### src/rtl/apb_switch_gpio_pkg.sv
// apb_switch_gpio_pkg: shared offsets, APB state type and debounce counter sizing
//   GPIO_*_OFS  : 5-bit register byte offsets
//   apb_state_t : APB transfer state (idle / ready)
//   deb_width() : debounce counter width for a given stable-cycle count
package apb_switch_gpio_pkg;
   localparam logic [4:0] GPIO_DATA_OFS = 5'h00;
   localparam logic [4:0] GPIO_RAW_OFS  = 5'h04;
   localparam logic [4:0] GPIO_RISE_OFS = 5'h08;
   localparam logic [4:0] GPIO_FALL_OFS = 5'h0C;
   localparam logic [4:0] GPIO_STAT_OFS = 5'h10;
   localparam logic [4:0] GPIO_MASK_OFS = 5'h14;

   typedef enum logic {APB_IDLE, APB_READY} apb_state_t;

   function automatic int deb_width(input int d);
      return (d < 1) ? 1 : $clog2(d + 1);
   endfunction
endpackage

### src/rtl/apb_switch_gpio_debounce.sv
// switch_debounce: one switch channel - 2-flop sync, debounce, edge pulses
//   pclk, pnreset : clock, async active-low reset
//   sw            : asynchronous switch input
//   raw           : synchronised value
//   deb           : debounced value
//   rise, fall    : high in the cycle before the edge that moves deb 0->1 / 1->0
module switch_debounce import apb_switch_gpio_pkg::*; #(
   parameter int D = 4
) (
   input  logic pclk,
   input  logic pnreset,
   input  logic sw,
   output logic raw,
   output logic deb,
   output logic rise,
   output logic fall
);
   logic s1, s2;

   always_ff @(posedge pclk or negedge pnreset)
      if (!pnreset) begin
         s1 <= 1'b0;
         s2 <= 1'b0;
      end else begin
         s1 <= sw;
         s2 <= s1;
      end

   assign raw = s2;

   if (D == 0) begin : g_bypass
      // deb follows s2, so its update edge is the one that moves s1 into s2
      assign deb  = s2;
      assign rise = s1 & ~s2;
      assign fall = ~s1 & s2;
   end else begin : g_deb
      localparam int CW = deb_width(D);
      logic [CW-1:0] cnt;
      logic          val;
      logic          hit;

      assign hit = (s2 != val) && (cnt == CW'(D - 1));

      always_ff @(posedge pclk or negedge pnreset)
         if (!pnreset) begin
            cnt <= '0;
            val <= 1'b0;
         end else begin
            val <= hit ? s2 : val;
            cnt <= (s2 == val || hit) ? '0 : cnt + 1'b1;
         end

      assign deb  = val;
      assign rise = hit & s2;
      assign fall = hit & ~s2;
   end
endmodule

### src/rtl/apb_switch_gpio.sv
// apb_switch_gpio: APB slave for debounced switch inputs with edge status and masked irq
//   pclk, pnreset      : clock, async active-low reset
//   i_psel..i_pwdata   : APB request
//   i_switch           : asynchronous switch inputs
//   o_pready, o_prdata, o_pslverr : APB response (one wait state)
//   o_irq              : registered |(STATUS & IRQ_MASK)
module apb_switch_gpio import apb_switch_gpio_pkg::*; #(
   parameter int APB_ADDR_WIDTH  = 16,
   parameter int APB_DATA_WIDTH  = 16,
   parameter int NUM_CH          = 8,
   parameter int DEBOUNCE_CYCLES = 4
) (
   input  logic                      pclk,
   input  logic                      pnreset,
   input  logic                      i_psel,
   input  logic                      i_penable,
   input  logic                      i_pwrite,
   input  logic [APB_ADDR_WIDTH-1:0] i_paddr,
   input  logic [APB_DATA_WIDTH-1:0] i_pwdata,
   input  logic [NUM_CH-1:0]         i_switch,
   output logic                      o_pready,
   output logic [APB_DATA_WIDTH-1:0] o_prdata,
   output logic                      o_pslverr,
   output logic                      o_irq
);
   apb_state_t                state, state_nx;
   logic [NUM_CH-1:0]         raw, deb, rise, fall;
   logic [NUM_CH-1:0]         rise_en, fall_en, status, mask;
   logic [NUM_CH-1:0]         wd, set, clr;
   logic [APB_ADDR_WIDTH:0]   addr_ext;
   logic [4:0]                ofs;
   logic                      addr_ok, access, wr;
   logic [APB_DATA_WIDTH-1:0] rdata;
   logic                      unused_wdata;

   for (genvar c = 0; c < NUM_CH; c++) begin : g_ch
      switch_debounce #(.D(DEBOUNCE_CYCLES)) u_deb (
         .pclk    (pclk),
         .pnreset (pnreset),
         .sw      (i_switch[c]),
         .raw     (raw[c]),
         .deb     (deb[c]),
         .rise    (rise[c]),
         .fall    (fall[c])
      );
   end

   // zero-extended copy so the upper-bit check also works when the bus is only 5 bits wide
   assign addr_ext     = {1'b0, i_paddr};
   assign ofs          = i_paddr[4:0];
   assign addr_ok      = ~|(addr_ext >> 5) &&
                         (ofs == GPIO_DATA_OFS || ofs == GPIO_RAW_OFS  || ofs == GPIO_RISE_OFS ||
                          ofs == GPIO_FALL_OFS || ofs == GPIO_STAT_OFS || ofs == GPIO_MASK_OFS);
   assign access       = i_psel & i_penable & (state == APB_IDLE);
   assign wr           = access & i_pwrite & addr_ok;
   assign wd           = i_pwdata[NUM_CH-1:0];
   assign unused_wdata = ^i_pwdata;
   assign set          = (rise & rise_en) | (fall & fall_en);
   assign clr          = (wr && ofs == GPIO_STAT_OFS) ? wd : '0;
   assign o_pready     = (state == APB_READY);

   always_comb begin
      rdata = '0;
      if (addr_ok)
         rdata = (ofs == GPIO_DATA_OFS) ? APB_DATA_WIDTH'(deb)     :
                 (ofs == GPIO_RAW_OFS)  ? APB_DATA_WIDTH'(raw)     :
                 (ofs == GPIO_RISE_OFS) ? APB_DATA_WIDTH'(rise_en) :
                 (ofs == GPIO_FALL_OFS) ? APB_DATA_WIDTH'(fall_en) :
                 (ofs == GPIO_STAT_OFS) ? APB_DATA_WIDTH'(status)  :
                                          APB_DATA_WIDTH'(mask);
   end

   always_comb begin
      state_nx = APB_IDLE;
      if (access) state_nx = APB_READY;
   end

   always_ff @(posedge pclk or negedge pnreset)
      if (!pnreset) state <= APB_IDLE;
      else          state <= state_nx;

   always_ff @(posedge pclk or negedge pnreset)
      if (!pnreset) begin
         o_prdata  <= '0;
         o_pslverr <= 1'b0;
         o_irq     <= 1'b0;
         rise_en   <= '0;
         fall_en   <= '0;
         status    <= '0;
         mask      <= '0;
      end else begin
         o_pslverr <= access & ~addr_ok;
         if (access && !i_pwrite) o_prdata <= rdata;
         if (wr && ofs == GPIO_RISE_OFS) rise_en <= wd;
         if (wr && ofs == GPIO_FALL_OFS) fall_en <= wd;
         if (wr && ofs == GPIO_MASK_OFS) mask    <= wd;
         // a new edge on the same cycle as its W1C clear keeps the bit set
         status <= (status & ~clr) | set;
         o_irq  <= |(status & mask);
      end
endmodule

### config.mk
export PLATFORM = sky130hd
export DESIGN_NAME = apb_switch_gpio
export DESIGN_NICKNAME = d
export VERILOG_FILES = /design/src/rtl/apb_switch_gpio_pkg.sv /design/src/rtl/apb_switch_gpio_debounce.sv /design/src/rtl/apb_switch_gpio.sv
export SDC_FILE = /design/constraint.sdc
export NUM_CORES = 1
export LEC_CHECK = 0
export ABC_AREA = 1
export CORE_MARGIN = 1
export CORE_UTILIZATION = 55
export CTS_BUF_LIST = sky130_fd_sc_hd__clkbuf_4 sky130_fd_sc_hd__clkbuf_8
export DETAILED_ROUTE_END_ITERATION = 6
export GPL_TIMING_DRIVEN = 0
export PLACE_DENSITY = 0.82
export SYNTH_ARGS = -nofsm -noshare
export SYNTH_HDL_FRONTEND = slang
export SYNTH_SLANG_ARGS = --single-unit
### constraint.sdc
create_clock -name pclk -period 2.1 [get_ports pclk]
set_input_delay 0.315 -clock pclk [delete_from_list [all_inputs] [get_ports pclk]]
set_output_delay 0.315 -clock pclk [all_outputs]
set_load 0.05 [all_outputs]
==> summary.md <==
| Metric | Value |
|---|---|
| Status | `finished clean` |
| Critical Path Source | `i_paddr[1]` |
| WL/cell | `13.6 µm` |
| Reg2Reg Setup Slack | `470 ps` |
| Kind of critical path | `input port to register` |
| Cells on Worst Hold Path | `0` |
| Max IR drop VDD | `0.523 mV` |
| H-tree Lvls | `3` |
| Die H | `90.3 µm` |
| Root buffer cell | `clkbuf_8` |
| Layout cells sized above 1 | `9.23%` |
| Final #Nets | `630` |
| Syn Std Cell Area | `4290 µm²` |
| CP startpoint kind | `input port` |
| Synth cell count leaders | `145 x nand2_1, 91 x dfrtp_1, 65 x inv_1` |
| Hold crit path type | `register to register` |
| Seq/Total Area, Yosys | `53.1%` |
| Critical Path AT | `2260 ps` |
| Most numerous cell in the Yosys netlist | `nand2_1` |
| Final Skew | `7.18 ps` |
| Vias in the first global route | `3,283` |
| CTS Buf Count | `9` |
| Number of distinct library cells after synthesis | `28` |
| Synth area leader | `dfrtp_1` |
| Maximum capacitance violations | `0` |
| # rows | `31` |
| Fin. Hold Viols | `0` |
| N_diodes | `0` |
| Detailed placement HPWL | `6170 µm` |
| Slew HR | `61.3%` |
| Clock Path Buffers | `2` |
| Synth top area cells | `dfrtp_1 53%, nand2_1 13%, inv_1 5.7%` |
| Placer Congestion | `0.922` |
| Post-synth EDFFs | `0` |
| GR Overflow Total | `0` |
| DR vias/cell | `5.17` |
| RSZ-0062 raised after global routing | `yes` |
| Clock sink count | `91` |
| Tcrit/Tclk final | `95.5%` |
| Reg-to-Reg Start | `o_pready$_DFF_PN0_` |
| Worst r2r path cells | `6` |
| Clock latency on the worst-skew pair | `360 ps` |
| Synth Flop Type | `dfrtp_1` |
| Global Route Usage Sum | `24.1%` |
| Max Freq | `499 MHz` |
| Final WL | `9130 µm` |
| Core Util, Final | `69.6%` |
| Post-synthesis cell count | `502` |
| Fill count | `598` |
| Maximum fanout along the worst path | `10` |
| Setup crit end kind | `register` |
| Initial Util | `57.9%` |
| Synth top area share | `53.1%` |
| Final Max Slew Viols | `0` |
| Via count | `3,480` |
| Number of routed nets with antenna violations | `0` |
| Die ar. | `8150 µm²` |
| DRC viols | `0` |
| Core Area | `7410 µm²` |
| Pwr/cell area | `811 nW/µm²` |
| Pin count of the biggest net entering global routing | `49` |
| Clk slew on worst S/H paths | `90 ps` |
| Synth-to-layout area growth | `20.3%` |
| Slew @ Worst Pin | `581 ps` |
| Die W | `90.3 µm` |
| Setup Buffers After CTS | `0` |
| Warnings, synthesis | `0` |
| Post-synth ARST share | `100%` |
| First-pass GRT wire length | `15,200 µm` |
| CTS tree | `yes` |
| R2r endpoint | `fall_en[7]$_DFFE_PN0P_` |
| Initial antenna violation count | `0` |
| IO buf count | `47` |
| Final setup viols | `0` |
| Avg Cell Area, Syn | `8.54 µm²` |
| Hold Path Origin | `g_ch[3].u_deb.s1$_DFF_PN0_` |
| Leakage | `2.60 nW` |
| DRT Pass-1 Iters | `5` |
| Iter 0 DRT Violations | `368` |
| Min cycle time layout | `2000 ps` |
| Hold Worst Slack | `354 ps` |
| Register bit total from synthesis | `91` |
| Hold EP | `g_ch[3].u_deb.raw$_DFF_PN0_` |
| IO Pins | `64` |
| Crit path required time | `2350 ps` |
## per-stage QoR
step / cells / total power, mW / TNS [ps] / cell area [µm²] / setup WS, ps
2_1_floorplan: 509 / 2.75 / 0 / 4310 / 480
3_3_place_gp: 655 / 2.95 / -231720 / 4910 / -2500
3_5_place_dp: 656 / 3.01 / -4940 / 4930 / -332
4_1_cts: 673 / 4.23 / 0 / 5150 / 36.9
5_1_grt: 673 / 4.47 / -34.0 / 5160 / -21.3
6_report: 673 / 4.18 / 0 / 5160 / 95.5
## power by group
group | internal (mW) | switching (mW)
sequential | 2.00 | 0.135
combinational | 0.372 | 0.453
clock | 0.627 | 0.598
## worst max path at each step
stage                                            to  slack [ps]  cells past startpoint
3_3_place_gp   g_ch[0].u_deb.g_deb.cnt[0]$_DFF_PN0_       -2500                      1
2_1_floorplan                   mask[6]$_DFFE_PN0P_         480                      8
6_report                    o_prdata[1]$_DFFE_PN0P_         100                     10
4_1_cts                     o_prdata[5]$_DFFE_PN0P_          40                      8
3_5_place_dp                o_prdata[5]$_DFFE_PN0P_        -330                      8
5_1_grt                         status[0]$_DFF_PN0_         -20                      7
## per-layer routing
| layer | up-vias | GRT usage (%) | share of wire [%] | wire (µm) |
|---|---|---|---|---|
| li1 | 1702 | - | - | - |
| met1 | 1615 | 32.4 | 44 | 4000 |
| met2 | 146 | 38.3 | 46 | 4230 |
| met3 | 17 | 4.46 | 7.4 | 673 |
| met4 | 0 | 11.3 | 2.5 | 225 |
| met5 | - | 0 | 0 | 0 |
## final cells by class
type	instances	area, µm²	share of cell area [%]
multi-input cells	338	1690	32.7
repair buffers	49	505	9.80
flip-flops and latches	91	2280	44.1
plain buffers	15	111	2.16
clock buffers	12	159	3.08
inverters	65	248	4.80
well taps	99	124	2.40
clock inverters	4	48.8	0.946
## registers in the layout, indices dropped and copies added, names as in the netlist, 8 cells and up
signal,flops
fall_en,8
g_ch.u_deb.deb,8
g_ch.u_deb.g_deb.cnt,24
g_ch.u_deb.raw,8
g_ch.u_deb.s1,8
mask,8
o_prdata,8
rise_en,8
status,8
## kinds of logic after synthesis
family | share of synthesized area, %
other | 0.0875
buffers and inverters | 8.29
adders and majority gates | 4.67
AOI/OAI and AO/OA | 8.11
and+or+nand+nor | 24.1
DFF | 53.1
xor gates and xnor gates | 1.63
## timing repair
item,4_1_cts,5_1_grt
hold endpoints to repair,43,0
hold buffers,1,0
endpoints found under the setup margin,0,7
resized for setup,0,2
## layout by cell type (no fill, tap or decap), drive strengths merged
| cell type | count |
|---|---|
| o21ai | 55 |
| nor2 | 54 |
| nor2b | 1 |
| inv | 64 |
| a221oi | 2 |
| a21oi | 8 |
| bufinv | 1 |
| clkdlybuf4s50 | 46 |
| dfrtp | 91 |
| ha | 16 |
| clkbuf | 14 |
| nand3 | 20 |
| or2 | 8 |
| nand2 | 146 |
| o211ai | 1 |
| nor3 | 2 |
| xnor2 | 8 |
| clkinv | 3 |
| conb | 8 |
| buf | 15 |
| nand4 | 9 |
| clkinvlp | 1 |
| dlygate4sd3 | 1 |
## critical path, cell delays in order
cell and delay, ps:
clkdlybuf4s50_1 470, nor2_4 170, buf_2 250, nand4_2 370, clkinvlp_4 360, nand2_1 80
nand2_1 70, nand2_1 50, nand2_1 70, nand2_1 50
(Power assumes the default switching activity.)
